File: src/rtl/prod_accum.sv
// Streaming accumulator: sums unsigned product beats into per-vector results and
// presents sum, beat count and a sticky wrap flag on a two-deep result handshake.
module prod_accum #(
    parameter int WIDTH     = 2,
    parameter int ACC_WIDTH = 8,
    parameter int CNT_WIDTH = 8
) (
    input  logic                 clk,
    input  logic                 rst,
    input  logic                 in_valid,
    output logic                 in_ready,
    input  logic [WIDTH-1:0]     in_prod,
    input  logic                 in_last,
    output logic                 out_valid,
    input  logic                 out_ready,
    output logic [ACC_WIDTH-1:0] out_sum,
    output logic [CNT_WIDTH-1:0] out_count,
    output logic                 out_ovf
);

    typedef enum logic [1:0] {
        ST_RUN  = 2'd0,
        ST_PEND = 2'd1,
        ST_FULL = 2'd2
    } state_t;

    localparam logic [CNT_WIDTH-1:0] CNT_MAX = {CNT_WIDTH{1'b1}};

    // Saturating beat counter increment.
    function automatic logic [CNT_WIDTH-1:0] sat_inc(input logic [CNT_WIDTH-1:0] v);
        if (v == CNT_MAX) begin
            sat_inc = v;
        end else begin
            sat_inc = v + CNT_WIDTH'(1'b1);
        end
    endfunction

    state_t                 state_r;
    state_t                 state_s;
    logic [ACC_WIDTH-1:0]   acc_r;
    logic [CNT_WIDTH-1:0]   cnt_r;
    logic                   ovf_r;
    logic [ACC_WIDTH-1:0]   res_sum_r;
    logic [CNT_WIDTH-1:0]   res_cnt_r;
    logic                   res_ovf_r;
    logic                   out_valid_r;
    logic                   in_ready_r;

    logic                   acc_fire_s;
    logic                   out_fire_s;
    logic [ACC_WIDTH:0]     sum_ext_s;
    logic [ACC_WIDTH-1:0]   nsum_s;
    logic [CNT_WIDTH-1:0]   ncnt_s;
    logic                   novf_s;
    logic                   work_load_s;
    logic                   work_clear_s;
    logic                   res_from_next_s;
    logic                   res_from_work_s;

    assign acc_fire_s = in_valid & in_ready_r;
    assign out_fire_s = out_valid_r & out_ready;

    // Next working values for an accepted beat; the extra top bit is the carry-out.
    always_comb begin
        sum_ext_s = {1'b0, acc_r} + (ACC_WIDTH + 1)'(in_prod);
        nsum_s    = sum_ext_s[ACC_WIDTH-1:0];
        novf_s    = ovf_r | sum_ext_s[ACC_WIDTH];
        ncnt_s    = sat_inc(cnt_r);
    end

    // Next-state and register-load decisions.
    always_comb begin
        state_s         = state_r;
        work_load_s     = 1'b0;
        work_clear_s    = 1'b0;
        res_from_next_s = 1'b0;
        res_from_work_s = 1'b0;
        case (state_r)
            ST_RUN: begin
                if (acc_fire_s && in_last) begin
                    res_from_next_s = 1'b1;
                    work_clear_s    = 1'b1;
                    state_s         = ST_PEND;
                end else if (acc_fire_s) begin
                    work_load_s = 1'b1;
                end else begin
                    state_s = ST_RUN;
                end
            end
            ST_PEND: begin
                if (acc_fire_s && in_last && out_fire_s) begin
                    res_from_next_s = 1'b1;
                    work_clear_s    = 1'b1;
                    state_s         = ST_PEND;
                end else if (acc_fire_s && in_last) begin
                    // Second completed vector parks in the working registers.
                    work_load_s = 1'b1;
                    state_s     = ST_FULL;
                end else if (acc_fire_s) begin
                    work_load_s = 1'b1;
                    state_s     = out_fire_s ? ST_RUN : ST_PEND;
                end else if (out_fire_s) begin
                    state_s = ST_RUN;
                end else begin
                    state_s = ST_PEND;
                end
            end
            ST_FULL: begin
                if (out_fire_s) begin
                    res_from_work_s = 1'b1;
                    work_clear_s    = 1'b1;
                    state_s         = ST_PEND;
                end else begin
                    state_s = ST_FULL;
                end
            end
            default: begin
                work_clear_s = 1'b1;
                state_s      = ST_RUN;
            end
        endcase
    end

    // State register and registered handshake flags derived from the next state.
    always_ff @(posedge clk) begin
        if (rst) begin
            state_r     <= ST_RUN;
            out_valid_r <= 1'b0;
            in_ready_r  <= 1'b1;
        end else begin
            state_r     <= state_s;
            out_valid_r <= (state_s != ST_RUN);
            in_ready_r  <= (state_s != ST_FULL);
        end
    end

    // Working accumulator registers.
    always_ff @(posedge clk) begin
        if (rst) begin
            acc_r <= {ACC_WIDTH{1'b0}};
            cnt_r <= {CNT_WIDTH{1'b0}};
            ovf_r <= 1'b0;
        end else if (work_clear_s) begin
            acc_r <= {ACC_WIDTH{1'b0}};
            cnt_r <= {CNT_WIDTH{1'b0}};
            ovf_r <= 1'b0;
        end else if (work_load_s) begin
            acc_r <= nsum_s;
            cnt_r <= ncnt_s;
            ovf_r <= novf_s;
        end else begin
            acc_r <= acc_r;
            cnt_r <= cnt_r;
            ovf_r <= ovf_r;
        end
    end

    // Result registers, always loaded as a group.
    always_ff @(posedge clk) begin
        if (rst) begin
            res_sum_r <= {ACC_WIDTH{1'b0}};
            res_cnt_r <= {CNT_WIDTH{1'b0}};
            res_ovf_r <= 1'b0;
        end else if (res_from_next_s) begin
            res_sum_r <= nsum_s;
            res_cnt_r <= ncnt_s;
            res_ovf_r <= novf_s;
        end else if (res_from_work_s) begin
            res_sum_r <= acc_r;
            res_cnt_r <= cnt_r;
            res_ovf_r <= ovf_r;
        end else begin
            res_sum_r <= res_sum_r;
            res_cnt_r <= res_cnt_r;
            res_ovf_r <= res_ovf_r;
        end
    end

    assign in_ready  = in_ready_r;
    assign out_valid = out_valid_r;
    assign out_sum   = res_sum_r;
    assign out_count = res_cnt_r;
    assign out_ovf   = res_ovf_r;

endmodule

File: config.mk
export PLATFORM = sky130hd
export DESIGN_NAME = prod_accum
export DESIGN_NICKNAME = d
export VERILOG_FILES = /design/src/rtl/prod_accum.sv
export SDC_FILE = /design/constraint.sdc
export NUM_CORES = 1
export LEC_CHECK = 0
export CAP_MARGIN = 20
export CORE_ASPECT_RATIO = 0.5
export CORE_UTILIZATION = 35
export CTS_CLUSTER_DIAMETER = 40
export CTS_CLUSTER_SIZE = 14
export DETAILED_ROUTE_END_ITERATION = 8
export PLACE_DENSITY = 0.55
export SLEW_MARGIN = 20
export SYNTH_ARGS = -nofsm -noshare
export SYNTH_HDL_FRONTEND = slang
export SYNTH_SLANG_ARGS = --single-unit
File: constraint.sdc
create_clock -name clk -period 2.3 [get_ports clk]
set_input_delay 0.46 -clock clk [delete_from_list [all_inputs] [get_ports clk]]
set_output_delay 0.46 -clock clk [all_outputs]
set_load 0.1 [all_outputs]
==> impl_metrics.env <==
export IMPL_critPathCaptureType="flip-flop"
export IMPL_cts_tree="built"
export IMPL_grt_pass1_vias=1851
export IMPL_grt_util_all_layers_pct=21.1
export IMPL_final_period_utilization_pct=93.2
export IMPL_top_layer_used="met4"
export IMPL_drtIter0Drc=160
export IMPL_synth_area_per_cell_um2=8.32
export IMPL_fin_crit_ns=2.14
export IMPL_cp_required_ns=2.49
export IMPL_clock_skew_ns=0.00491
export IMPL_fmax_mhz=466
export IMPL_async_flop_share_pct=0
export IMPL_fin_util_pct=49.2
export IMPL_synth_top_area_share_pct=38.4
export IMPL_yosys_top_cells_area="dfxtp_1, a21oi_1, nor2_1, nand2_1, a31oi_1"
export IMPL_rsz0062_at_grt="false"
export IMPL_crit_arrival_ns=2.33
export IMPL_drv_cap=0
export IMPL_yosysMostFrequentCell="dfxtp_1"
export IMPL_synthTopCellsByCount="dfxtp_1, nor2_1, a21oi_1"
export IMPL_initial_utilization_pct=38.2
export IMPL_wl_met2_mm=2.31
export IMPL_fin_ws_ns=0.156
export IMPL_min_path_cells=2
export IMPL_cp_start_kind="input port"
export IMPL_hold_viol=0
export IMPL_wl_per_cell_um=16.0
export IMPL_ys_types=51
export IMPL_post_cts_buffers=0
export IMPL_synth_edf_count=0
export IMPL_grt_pass1_wl_mm=9.25
export IMPL_wl_mm=5.56
export IMPL_drc=0
export IMPL_fin_nets=288
export IMPL_ys_warn_count=0
export IMPL_clock_latency_ns=0.28
export IMPL_power_density_nw_per_um2=684
export IMPL_drv_slew=0
export IMPL_holdWs_ns=0.472
export IMPL_synth_area_um2=1980
export IMPL_cp_max_fo=4
export IMPL_place_gp_congestion=0.829
export IMPL_n_antenna_cell=0
export IMPL_port_buffers=25
export IMPL_row_count=18
export IMPL_critical_path_class="in -> reg"
export IMPL_min_path_type="reg -> reg"
export IMPL_die_width_um=108
export IMPL_p_leak_nw=0.960
export IMPL_overflow=0
export IMPL_dpl_hpwl_mm=4.01
export IMPL_worst_ir_drop_vdd_mv=0.356
export IMPL_finalSetupViolations=0
export IMPL_ys_seq_area_share_pct=38.4
export IMPL_tightestPinTransition_ns=0.524
export IMPL_antenna_found_initial=0
export IMPL_grt_max_degree=21
export IMPL_regToRegSetupSlack_ns=0.41
export IMPL_timing_rr_start="acc_r[0]"
export IMPL_vias=1987
export IMPL_htreeDepth=2
export IMPL_ant_nets=0
export IMPL_core_um2=5180
export IMPL_drive_above_1_share_pct=21.6
export IMPL_syn_inst=238
export IMPL_clkTransAtPathRegs_ns=0.06
export IMPL_pre_cts_ws_ns=-0.240
export IMPL_ys_flop_type="dfxtp_1"
export IMPL_vias_per_cell=5.71
export IMPL_status="finished, final reports clean"
export IMPL_slew_headroom_pct=64.9
export IMPL_hold_path_startpoint="out_count[2]"
export IMPL_ff2ff_path_depth=8
export IMPL_wl_met1_mm=2.89
export IMPL_die_h_um=55.2
export IMPL_area_delta_synth_final_pct=28.6
export IMPL_wl_met3_um=322
export IMPL_cts_sinks=38
export IMPL_syn_nets=249
export IMPL_clockRootBuffer="clkbuf_16"
export IMPL_numCtsBuffers=5
export IMPL_r2r_end="out_ovf"
export IMPL_io_pins=26
export IMPL_filler_cell_count=543
export IMPL_holdPathEnd="out_count[2]"
export IMPL_firstDrtPassIters=4
export IMPL_synth_area_leader_cell="dfxtp_1"
export IMPL_ys_ff_latch=38
export IMPL_die_area_um2=5980
export IMPL_clockBufferDepth=2
==> timing repair <==
item,4_1_cts,5_1_grt
gates resized for setup,0,3
setup endpoints to repair,0,3
hold buffers,0,0
hold endpoints to repair,0,0
==> power breakdown <==
group / switching [mW] / internal, mW
logic: 0.234 / 0.106
registers: 0.0198 / 0.682
clock network: 0.269 / 0.430
==> worst max-delay path by stage <==
stage / from / end / slack [ns] / cells after the start
4_1_cts: in_prod[0] / acc_r[6] / 0.05 / 8
2_1_floorplan: in_ready / out_sum[7] / 0.03 / 5
6_report: in_prod[0] / out_ovf / 0.16 / 9
3_5_place_dp: in_prod[0] / acc_r[6] / -0.24 / 8
3_3_place_gp: in_prod[0] / out_ovf / -0.19 / 9
5_1_grt: in_prod[0] / out_sum[4] / 0.06 / 8
==> cells by family after synthesis <==
group,synth area share [%]
DFF,38.4
adders and majority gates,2.91
and+or+nand+nor,21.2
xor gates and xnor gates,1.77
AOI/OAI and AO/OA,28.4
buffers and inverters,5.82
muxes,1.52
==> area by class of cell <==
| cell class | instances | area (µm²) | share of cell area [%] |
|---|---|---|---|
| Timing Repair Buffer | 50 | 403 | 15.8 |
| Inverter | 8 | 30.0 | 1.18 |
| Clock inverter | 1 | 5.00 | 0.197 |
| Clock buffer | 7 | 143 | 5.60 |
| Sequential cell | 38 | 761 | 29.9 |
| Multi-Input combinational cell | 174 | 1120 | 43.9 |
| Tap cell | 70 | 87.6 | 3.44 |
==> flip-flops by register name, summed over array words and instances (netlist names) <==
register	count
out_ovf	1
state_r	2
ovf_r	1
in_ready	1
out_count	8
out_sum	8
out_valid	1
acc_r	8
cnt_r	8
==> metrics by stage <==
stage / total power, mW / cell area [µm²] / TNS, ns / cells
floorplan: 0.950 / 1980 / 0 / 238
global placement: 1.05 / 2390 / -0.760 / 340
detailed placement: 1.06 / 2390 / -0.886 / 340
CTS: 1.75 / 2540 / 0 / 348
global route: 1.81 / 2550 / 0 / 348
finish: 1.74 / 2550 / 0 / 348
==> routing by layer <==
layer / vias to the layer above / track usage, %
met1: 954 / 29.6
met4: 0 / 6.08
met2: 49 / 32.2
met3: 4 / 5.39
li1: 980 / -
met5: - / 0
==> critical path: stages <==
cell             delay [ns]
clkdlybuf4s50_1        0.46
ha_1                   0.16
inv_1                  0.06
fa_2                   0.37
nand2b_1               0.20
nor3_2                 0.21
buf_4                  0.14
nor3_1                 0.04
nor4_1                 0.22
==> placed cells by master (no fill, tap or decap), types with 3 or more instances in the layout <==
cell type        count
mux2i_1              3
a21oi_1             23
a31oi_1              8
a311oi_1             5
a21o_1               3
and3_1               6
o21ai_0              9
nor4_1               3
clkbuf_16            5
nand3_1              5
dfxtp_1             38
o31ai_1              3
nor2_1              24
a221oi_1             3
nand2_1             19
xnor2_1              4
buf_4               43
clkdlybuf4s50_1      6
a211oi_1             5
inv_1                8
ha_1                 3
nor3_1               6
No activity file was read; power rests on OpenSTA's default activity.
